### src/rtl/snd_pkg.sv
// Shared definitions for the sound scheduler slice.
// Contents:
//   SND_* codes - code_sound encodings. Numeric order equals priority order.
//   state_t     - scheduler states.
//   snd_winner  - fixed-priority pick (go > ping > pong) from three request bits.
package snd_pkg;

  localparam logic [1:0] SND_STOP = 2'b00;
  localparam logic [1:0] SND_PONG = 2'b01;
  localparam logic [1:0] SND_PING = 2'b10;
  localparam logic [1:0] SND_GO   = 2'b11;

  typedef enum logic [1:0] {
    ST_IDLE = 2'd0,
    ST_PLAY = 2'd1,
    ST_GAP  = 2'd2
  } state_t;

  // Returns the winning sound code, or SND_STOP when nothing is requested.
  function automatic logic [1:0] snd_winner(input logic go, input logic ping, input logic pong);
    logic [1:0] w;
    w = SND_STOP;
    if (go)        w = SND_GO;
    else if (ping) w = SND_PING;
    else if (pong) w = SND_PONG;
    return w;
  endfunction

endpackage

### src/rtl/snd_timer.sv
// Loadable down-counter used to time sounds and gaps.
// Ports:
//   clk    - system clock
//   clr    - synchronous active-high reset (count -> 0)
//   load   - load 'value' into the count this edge
//   value  - load value (duration minus one)
//   zero_c - combinational flag, count is zero
// The count decrements every cycle while non-zero and parks at zero.
module snd_timer #(
  parameter int unsigned CNT_W = 24
) (
  input  logic             clk,
  input  logic             clr,
  input  logic             load,
  input  logic [CNT_W-1:0] value,
  output logic             zero_c
);

  logic [CNT_W-1:0] cnt_q;

  always_ff @(posedge clk) begin
    if (clr)          cnt_q <= '0;
    else if (load)    cnt_q <= value;
    else if (!zero_c) cnt_q <= cnt_q - CNT_W'(1);
  end

  assign zero_c = (cnt_q == '0);

endmodule

### src/rtl/sound_scheduler.sv
// Arbitrates go/ping/pong bounce events and sequences each sound for its
// programmed duration followed by a silent gap, so sounds never overlap
// or truncate.
// Ports:
//   clk        - system clock
//   clr        - synchronous active-high reset
//   evt_go     - start event (one-cycle pulse)
//   evt_ping   - y-border bounce event
//   evt_pong   - x-border bounce event
//   silence    - forces mute while timing continues
//   code_sound - 00 stop, 01 pong, 10 ping, 11 go (registered)
//   mute       - tone generator silent (registered)
//   busy       - playing, in a gap, or a request is pending (registered)
// Build option: define SOUND_PREEMPT_EN to let a strictly higher-priority
// request cut the current sound or gap and restart PLAY immediately.
module sound_scheduler
  import snd_pkg::*;
#(
  parameter int unsigned CNT_W       = 24,
  parameter int unsigned DUR_GO      = 2400000,
  parameter int unsigned DUR_PING    = 1200000,
  parameter int unsigned DUR_PONG    = 1200000,
  parameter int unsigned GAP         = 120000,
  parameter bit          GO_ON_RESET = 1'b1
) (
  input  logic       clk,
  input  logic       clr,
  input  logic       evt_go,
  input  logic       evt_ping,
  input  logic       evt_pong,
  input  logic       silence,
  output logic [1:0] code_sound,
  output logic       mute,
  output logic       busy
);

  localparam logic [CNT_W-1:0] LD_GO   = CNT_W'(DUR_GO - 1);
  localparam logic [CNT_W-1:0] LD_PING = CNT_W'(DUR_PING - 1);
  localparam logic [CNT_W-1:0] LD_PONG = CNT_W'(DUR_PONG - 1);
  localparam logic [CNT_W-1:0] LD_GAP  = CNT_W'(GAP - 1);
  localparam bit               HAS_GAP = (GAP != 0);

  state_t           state_q, state_d;
  logic [1:0]       cur_q, cur_d, win;
  logic             pend_go_q, pend_ping_q, pend_pong_q;
  logic             pend_go_d, pend_ping_d, pend_pong_d;
  logic             req_go, req_ping, req_pong, any_req;
  logic             grant, next_step;
  logic             tmr_load, tmr_zero;
  logic [CNT_W-1:0] tmr_val;
  logic [1:0]       code_d;
  logic             mute_d, busy_d;

  assign req_go   = pend_go_q   | evt_go;
  assign req_ping = pend_ping_q | evt_ping;
  assign req_pong = pend_pong_q | evt_pong;
  assign any_req  = req_go | req_ping | req_pong;
  assign win      = snd_winner(req_go, req_ping, req_pong);

  snd_timer #(.CNT_W(CNT_W)) u_timer (
    .clk    (clk),
    .clr    (clr),
    .load   (tmr_load),
    .value  (tmr_val),
    .zero_c (tmr_zero)
  );

  // State register, request flags and registered outputs.
  always_ff @(posedge clk) begin
    if (clr) begin
      state_q     <= ST_IDLE;
      cur_q       <= SND_STOP;
      pend_go_q   <= GO_ON_RESET;
      pend_ping_q <= 1'b0;
      pend_pong_q <= 1'b0;
      code_sound  <= SND_STOP;
      mute        <= 1'b1;
      busy        <= 1'b0;
    end else begin
      state_q     <= state_d;
      cur_q       <= cur_d;
      pend_go_q   <= pend_go_d;
      pend_ping_q <= pend_ping_d;
      pend_pong_q <= pend_pong_d;
      code_sound  <= code_d;
      mute        <= mute_d;
      busy        <= busy_d;
    end
  end

  // Next state, grant decision, timer reloads and request bookkeeping.
  always_comb begin
    state_d   = state_q;
    cur_d     = cur_q;
    grant     = 1'b0;
    next_step = 1'b0;
    tmr_load  = 1'b0;
    tmr_val   = '0;

    case (state_q)
      ST_IDLE: grant = any_req;
      ST_PLAY: begin
        if (tmr_zero) begin
          if (HAS_GAP) begin
            state_d  = ST_GAP;
            tmr_load = 1'b1;
            tmr_val  = LD_GAP;
          end else begin
            next_step = 1'b1;
          end
        end
      end
      ST_GAP:  next_step = tmr_zero;
      default: state_d = ST_IDLE;
    endcase

    if (next_step) begin
      if (any_req) grant = 1'b1;
      else         state_d = ST_IDLE;
    end

`ifdef SOUND_PREEMPT_EN
    // Codes are ordered by priority, so a larger code outranks the current one.
    if (state_q != ST_IDLE && any_req && win > cur_q) grant = 1'b1;
`endif

    if (grant) begin
      state_d  = ST_PLAY;
      cur_d    = win;
      tmr_load = 1'b1;
      case (win)
        SND_GO:   tmr_val = LD_GO;
        SND_PING: tmr_val = LD_PING;
        default:  tmr_val = LD_PONG;
      endcase
    end

    // A same-type event coinciding with its own grant is absorbed.
    pend_go_d   = req_go   & ~(grant & (win == SND_GO));
    pend_ping_d = req_ping & ~(grant & (win == SND_PING));
    pend_pong_d = req_pong & ~(grant & (win == SND_PONG));
  end

  // Output values to be registered alongside the next state.
  always_comb begin
    code_d = SND_STOP;
    mute_d = 1'b1;
    if (state_d == ST_PLAY) begin
      code_d = cur_d;
      mute_d = silence;
    end
    busy_d = (state_d != ST_IDLE) | pend_go_d | pend_ping_d | pend_pong_d;
  end

endmodule
### config.mk
export PLATFORM = sky130hd
export DESIGN_NAME = sound_scheduler
export DESIGN_NICKNAME = d
export VERILOG_FILES = /design/src/rtl/snd_pkg.sv /design/src/rtl/snd_timer.sv /design/src/rtl/sound_scheduler.sv
export SDC_FILE = /design/constraint.sdc
export NUM_CORES = 1
export LEC_CHECK = 0
export ABC_AREA = 1
export CAP_MARGIN = 20
export CORE_MARGIN = 2
export CORE_UTILIZATION = 35
export CTS_CLUSTER_DIAMETER = 120
export CTS_CLUSTER_SIZE = 14
export DETAILED_ROUTE_END_ITERATION = 16
export PLACE_DENSITY = 0.52
export SYNTH_ARGS = -nofsm -noshare
export SYNTH_HDL_FRONTEND = slang
export SYNTH_SLANG_ARGS = --single-unit
### constraint.sdc
create_clock -name clk -period 2.2 [get_ports clk]
set_input_delay 0.66 -clock clk [delete_from_list [all_inputs] [get_ports clk]]
set_output_delay 0.66 -clock clk [all_outputs]
set_load 0.01 [all_outputs]
# After elaboration in Yosys (flattened, before gate mapping)
# Cells that the tools add are included.
word_totals:
  inputBits: 6
  ff_bits: 35
  output_inout_bits: 4
  wordCells: 62
classes:
  add_sub_neg: 1
  mux: 22
  n_bitwise: 18
  eq_ne: 7
  reduce_logical: 5
ops:
  columns: ["cell", "n"]
  rows:
  - ["$mux 24", 3]
  - ["$mux 17", 2]
  - ["$logic_not 24->1", 1]
  - ["$sub 24x1->24 const B", 1]
  - ["$mux 22", 1]
  - ["$mux 2", 7]
  - ["$mux 1", 8]
  - ["$or 1x1->1", 8]
  - ["$and 1x1->1", 6]
  - ["$eq 2x1->1 const B", 3]
  - ["$eq 2x2->1 const B", 3]
  - ["$not 1->1", 4]
  - ["$pmux 2 s2", 1]
  - ["$reduce_or 2->1", 2]
  - ["$logic_not 2->1", 1]
  - ["$ne 2x2->1 const B", 1]
  - ["$reduce_bool 2->1", 1]

# Longest topological paths before layout
# Gate-level depths: netlist of run 1.
depth:
  ltp_word: 12
  depth_mapped: 14

# Modules after synthesis
# From an unflattened synthesis of run 1, not the netlist that was laid out.
hier_totals:
  hier_cells: 342
  area_unflattened_um2: 2172.1
modules_own_cells:
  columns: ["module", "cells_per_inst", "instances", "area_each_um2"]
  rows:
  - ["snd_timer", 270, 1, 1664.1]
  - ["sound_scheduler", 72, 1, 508.0]

# Worst setup path before layout of run 1
# OpenSTA, ideal clock, no wires.
synth_timing:
  path_kind: "in2reg"
  start: "input port evt_go"
  end: "register u_timer.cnt_q[19]"
  setup_slack_ns: 0.474
  arrival_time_ns: 1.654
  stages: 11
  cell_sequence: "inv_1 > nand2_2 > nor2_1 > nand3_1 > nand2_1 > inv_1 > nand2_4 > nand2_4 > inv_4 > nand2_4 > nor3b_2"
synth_between:
  elab_chain_cells: 8
  word_cells_on_any_way: 10
synth_lines:
  columns: ["element", "line", "source"]
  rows:
  - ["start, declared", "sound_scheduler.sv:28", "input logic evt_go,"]
  - ["$or 1x1->1 (*)", "sound_scheduler.sv:54", "assign req_go = pend_go_q | evt_go;"]
  - ["$or 1x1->1 (*) (2 in a row)", "sound_scheduler.sv:57", "assign any_req = req_go | req_ping | req_pong;"]
  - ["$mux 1", "sound_scheduler.sv:100", "case (state_q)"]
  - ["$mux 1", "sound_scheduler.sv:118", "if (any_req) grant = 1'b1;"]
  - ["$mux 1 (*)", "sound_scheduler.sv:117", "if (next_step) begin"]
  - ["$mux 1 or $mux 24 (tied branches)", "sound_scheduler.sv:127", "if (grant) begin"]
  - ["$ne 2x2->1 (no line) or $mux 24 (tied branches)", null, null]
  - ["end signal, assigned", "snd_timer.sv:23", "else if (load) cnt_q <= value;"]
  - ["end signal, assigned", "snd_timer.sv:24", "else if (!zero_c) cnt_q <= cnt_q - CNT_W'(1);"]
  - ["end, declared", "snd_timer.sv:19", "logic [CNT_W-1:0] cnt_q;"]
# Mark *: on every way between the ends. The rest lies on a longest branch, timed or not.
# A chain may end at the register's enable or synchronous reset.

# Worst setup path after layout of run 1
layout_timing:
  start: "input port evt_go"
  end: "register u_timer.cnt_q[13]"
# Same word-level chain as after synthesis.

==> impl_metrics.py, run 1 <==
metrics = {
    "yosys": {
        "async_reset_ff_frac": 0,
        "synth_fp_nets": 290,
        "syn_inst": 282,
        "ys_seq_area_frac": 0.362,
        "synth.top_cell.area_share": 0.362,
        "avgSynthCellArea_sq_um": 6.86,
        "ys_seq_elements": 35,
        "ys.flop_type": "dfxtp_1",
        "synth_cell_types": 33,
        "yosys_warnings": 0,
        "synthTopCellsByArea": "dfxtp_1 (36%), nor2_1 (11%), nand2_1 (10%)",
        "synth_top_cell_by_area": "dfxtp_1",
        "netlist_area_sq_um": 1940,
        "synth-edff-count": 0,
    },
    "detailed_routing": {
        "antenna_left": 0,
        "vias": 1688,
        "avgRoutedWirePerCell_um": 11.5,
        "drcViolationCount": 0,
        "drt_iter0_markers": 52,
        "vias_per_cell": 4.48,
        "dr.pass1.iters": 4,
        "finalWirelength_um": 4350,
    },
    "sta": {
        "period_share": 0.882,
        "slew_headroom": 0.746,
        "setup_viol": 0,
        "finalHoldViolations": 0,
        "grt_setup_unrepaired": "no",
        "finalCriticalPeriod_ns": 1.94,
        "fmax_ghz": 0.515,
        "maxSlewViolCount": 0,
        "whs_ns": 0.521,
        "skew_ns": 0.00656,
        "worstMarginPinSlew_ns": 0.380,
    },
    "cts": {
        "clock_sinks": 35,
        "htreeDepth": 2,
        "clkLatencyLatePin_ns": 0.29,
        "cts_buffers": 5,
        "cts_setup_buffers": 0,
        "cts_resized": 0,
        "cts_tree": "yes",
        "clk_pin_slew_ns": 0.07,
        "clock_path_buffers": 2,
        "hold_buffers": 0,
        "clk_root_buffer_cell": "clkbuf_8",
    },
    "grt": {
        "grt_pass1_wl_um": 7490,
        "grt_remaining_overflow": 0,
        "antenna_found_initial": 0,
        "grt_max_degree": 16,
        "track_usage": 0.157,
        "grt_pass1_vias": 1632,
    },
    "finish": {
        "final_core_util": 0.424,
        "nets": 312,
        "diodes": 0,
        "seq_area_sq_um": 701,
        "stdcell_count": 377,
        "nFillCells": 581,
        "area_delta_synth_final_pct": 19.1,
        "multiInputGateArea_sq_um": 1060,
        "final_cell_mix": "nor2_1 (55), nand2_1 (52), inv_1 (41)",
        "final_common_cell": "nor2_1",
        "final_layout_size_suffix_gt1_frac": 0.164,
    },
    "die": {
        "dieArea_sq_um": 6140,
        "die_w_um": 78.4,
        "core_region_area_sq_um": 5440,
        "start_util": 0.356,
        "num_rows": 27,
        "die_y_um": 78.4,
        "ios": 10,
    },
    "hold_path": {
        "hold_path.class": "flip-flop to flip-flop",
    },
    "pwr": {
        "swShare": 0.272,
        "powerDensity_nw_per_um2": 747,
        "power_mw": 1.72,
        "p_switching_mw": 0.469,
        "p_clk_frac": 0.406,
        "internal_power_mw": 1.25,
        "vdd_drop_max_v": 0.000428,
        "p_comb_frac": 0.177,
        "power_leakage_nw": 1.07,
        "p_seq_frac": 0.417,
    },
    "placement": {
        "finalWeightedCongestion": 0.869,
        "io_buffers": 9,
        "place_inst": 369,
        "dpl.hpwl_um": 3470,
    },
    "worst_setup_path": {
        "required_ns": 2.41,
        "rrSetupSlack_ns": 0.38,
        "path_class": "primary input to flip-flop",
        "worst-path-max-fanout": 10,
        "start_kind": "primary input",
        "crit_arrival_ns": 2.15,
        "cp-end-kind": "flip-flop",
    },
    "job": {
        "maxCapViolCount": 0,
    },
    "status": {
        "outcome": "finished, final reports clean",
    },
}
## stage by stage
step / instance area [sq um] / setup WS [ns] / TNS (ns)
after global routing: 2300 / 0.146 / 0
after CTS: 2300 / 0.254 / 0
final: 2300 / 0.260 / 0
after floorplan: 1940 / 0.474 / 0
after global placement: 2170 / 0.00353 / 0
after detailed placement: 2170 / -0.0425 / -0.153
## worst paths after layout
check / startpoint / to / depth (start not counted)
worst max-delay path: evt_go / u_timer.cnt_q[13] / 12
worst min-delay path: u_timer.cnt_q[4] / u_timer.cnt_q[4] / 2
worst min register to register: u_timer.cnt_q[4] / u_timer.cnt_q[4] / 2
worst max register to register: u_timer.cnt_q[0] / u_timer.cnt_q[17] / 14
## registers in the layout (all words and copies together), names as in the netlist
name / flops
pend_go_q: 1
mute: 1
code_sound: 2
pend_ping_q: 1
u_timer.cnt_q: 24
state_q: 2
pend_pong_q: 1
busy: 1
cur_q: 2
## synthesized netlist by cell type (2+ instances only)
library cell	instances
a31oi_1	2
ha_1	2
nand2_2	5
dfxtp_1	35
nor3b_2	2
nand2_1	52
or2_2	2
nor2_2	8
nand3_1	19
xor2_1	7
o21ai_0	8
inv_1	41
nand3b_1	2
a21oi_1	14
nor3_1	3
nand2_4	5
nor2_1	55
a21oi_2	3
nor2_4	2
nand4_1	2
## power groups by stage
stage | Clock, mW | Sequential (mW) | Combinational (mW)
2_1_floorplan | 0 | 0.729 | 0.219
3_3_place_gp | 0 | 0.734 | 0.305
3_5_place_dp | 0 | 0.734 | 0.305
4_1_cts | 0.717 | 0.719 | 0.307
5_1_grt | 0.741 | 0.724 | 0.350
6_report | 0.699 | 0.719 | 0.305
## routing by layer
metal	share of wire	vias up	wire length, um	global-route usage
met5	0	-	0	0
met4	0.012	0	50	0.0421
met3	0.028	5	123	0.0391
met2	0.46	18	2010	0.256
met1	0.50	746	2160	0.206
li1	-	919	-	-
## kinds of logic after synthesis
kind of cell	count (synthesis)	share of synthesized area
buffers and inverters	46	0.0924
XOR/XNOR	8	0.0362
AND/OR/NAND/NOR	163	0.417
flip-flops	35	0.362
AO/OA/AOI/OAI	28	0.0795
adder cells (fa/ha/maj)	2	0.0129
## cell type report
| type | count | area share |
|---|---|---|
| inverter | 43 | 0.0711 |
| multi-input combinational | 201 | 0.458 |
| sequential | 35 | 0.304 |
| tap | 72 | 0.0391 |
| clock inverter | 3 | 0.0293 |
| clock buffer | 5 | 0.0299 |
| timing repair buffer | 18 | 0.0684 |
## worst max-delay path, stage by stage
cell and delay (ns):
clkdlybuf4s50_1 0.39, inv_1 0.06, nand2_2 0.05, nor2_1 0.14
nand3_1 0.08, nand2_1 0.08, inv_1 0.07, nand2_4 0.11
nand2_4 0.10, inv_4 0.15, nand2_4 0.08, nor3_1 0.15
No activity file was read; power rests on OpenSTA's default activity.
==> run 2: changes to the inputs <==
- CAP_MARGIN: 20 -> 15
- REMOVE_ABC_BUFFERS: default -> 1
- SLEW_MARGIN: default -> 20
==> run 2 against run 1 <==
Register-to-register slack got worse by 0.09 ns. Largest power group unchanged. Clock-buffer cell count rose by 1. Non-clock buffer count fell by 2. Critical path type unchanged. Largest cell class unchanged.
==> impl_metrics.py, run 2 (synthesis gave the netlist of run 1 again) <==
metrics = {
    "cts": {
        "cts_resized": 0,
        "clock_path_buffers": 2,
        "htreeDepth": 2,
        "cts_tree": "yes",
        "hold_buffers": 0,
        "clk_pin_slew_ns": 0.07,
        "clock_sinks": 35,
        "clk_root_buffer_cell": "clkbuf_8",
        "cts_buffers": 5,
        "clkLatencyLatePin_ns": 0.29,
        "cts_setup_buffers": 0,
    },
    "finish": {
        "nets": 310,
        "stdcell_count": 375,
        "final_common_cell": "nor2_1",
        "area_delta_synth_final_pct": 16.4,
        "diodes": 0,
        "largest_register_ff_count": 24,
        "final_area_sq_um": 2250,
        "final_cell_mix": "nor2_1 (55), nand2_1 (52), inv_1 (41)",
        "final_layout_size_suffix_gt1_frac": 0.158,
        "top_register": "u_timer.cnt_q",
        "nFillCells": 590,
    },
    "die": {
        "core_region_area_sq_um": 5440,
        "start_util": 0.356,
        "num_rows": 27,
        "die_w_um": 78.4,
        "die_y_um": 78.4,
        "dieArea_sq_um": 6140,
        "ios": 10,
    },
    "placement": {
        "dpl.hpwl_um": 3380,
        "finalWeightedCongestion": 0.791,
        "io_buffers": 9,
        "dpl-instance-area_sq_um": 2150,
        "place_inst": 367,
    },
    "detailed_routing": {
        "vias_per_cell": 4.49,
        "vias": 1685,
        "avgRoutedWirePerCell_um": 11.5,
        "antenna_left": 0,
        "drcViolationCount": 0,
        "finalWirelength_um": 4310,
        "dr.pass1.iters": 4,
        "drt_iter0_markers": 80,
    },
    "sta": {
        "skew_ns": 0.00509,
        "fmax_ghz": 0.513,
        "maxSlewViolCount": 0,
        "finalHoldViolations": 0,
        "fin_tns_setup_ns": 0,
        "slew_headroom": 0.758,
        "grt_setup_unrepaired": "no",
        "finalCriticalPeriod_ns": 1.95,
        "worstMarginPinSlew_ns": 0.362,
        "period_share": 0.886,
        "setup_viol": 0,
    },
    "pwr": {
        "power_mw": 1.53,
        "powerDensity_nw_per_um2": 678,
        "vdd_drop_max_v": 0.000256,
        "power_leakage_nw": 1.04,
    },
    "status": {
        "outcome": "finished, final reports clean",
    },
    "grt": {
        "grt_pass1_vias": 1621,
        "track_usage": 0.155,
        "antenna_found_initial": 0,
        "grt_remaining_overflow": 0,
        "grt_pass1_wl_um": 7460,
        "grt_max_degree": 16,
    },
    "worst_setup_path": {
        "cp-end-kind": "flip-flop",
        "path_class": "primary input to flip-flop",
        "crit_arrival_ns": 2.17,
        "start_kind": "primary input",
        "worst-path-max-fanout": 10,
        "required_ns": 2.42,
    },
    "hold_path": {
        "hold_path.class": "flip-flop to flip-flop",
    },
    "job": {
        "maxCapViolCount": 0,
    },
}
[run 2: changes by cell type in the layout (fill, tap and decap cells not counted)]
cell       previous run  this run
clkinv_4              0         1
clkbuf_8              5         6
buf_4                 9         7
bufinv_16             2         0
[run 2: final timing paths]
kind	from	to	slack, ns	cells past startpoint
worst max-delay path	evt_go	u_timer.cnt_q[19]	0.25	12
worst max register to register	u_timer.cnt_q[0]	u_timer.cnt_q[7]	0.29	13
worst min register to register	u_timer.cnt_q[4]	u_timer.cnt_q[4]	0.52	2
worst min-delay path	u_timer.cnt_q[4]	u_timer.cnt_q[4]	0.52	2
[run 2: area by class of cell]
type | count | area [sq um] | share of cell area
Multi-Input combinational cell | 201 | 1060 | 0.469
Inverter | 43 | 164 | 0.0728
Tap cell | 72 | 90.1 | 0.0400
Clock buffer | 6 | 82.6 | 0.0367
Timing Repair Buffer | 16 | 143 | 0.0633
Sequential cell | 35 | 701 | 0.311
Clock inverter | 2 | 16.3 | 0.00722
[run 2: through the flow]
step	hold slack (ns)	setup slack, ns	util
2_1_floorplan	0.477	0.474	-
3_3_place_gp	0.505	-0.00564	0.396
3_5_place_dp	0.512	-0.0534	0.396
4_1_cts	0.526	0.249	0.414
5_1_grt	0.554	0.0919	0.414
6_report	0.523	0.251	0.414
[run 2: critical path, stage by stage]
cell             delay, ns
clkdlybuf4s50_1       0.39
inv_1                 0.06
nand2_2               0.05
nor2_1                0.14
nand3_1               0.08
nand2_1               0.08
inv_1                 0.08
nand2_4               0.12
nand2_4               0.11
inv_4                 0.15
nand2_4               0.08
nor3b_2               0.16
[run 2: layer usage]
layer / up-vias / share of wire / GRT usage
met3: 6 / 0.031 / 0.0414
met4: 0 / 0.013 / 0.0526
met2: 19 / 0.45 / 0.252
met5: - / 0 / 0
met1: 746 / 0.51 / 0.200
li1: 914 / - / -
[run 2: report_power, final]
| part | total [mW] | internal (mW) | switching (mW) |
|---|---|---|---|
| Clock | 0.506 | 0.256 | 0.250 |
| Sequential | 0.720 | 0.683 | 0.0376 |
| Combinational | 0.301 | 0.117 | 0.184 |
| Total | 1.53 | 1.05 | 0.472 |
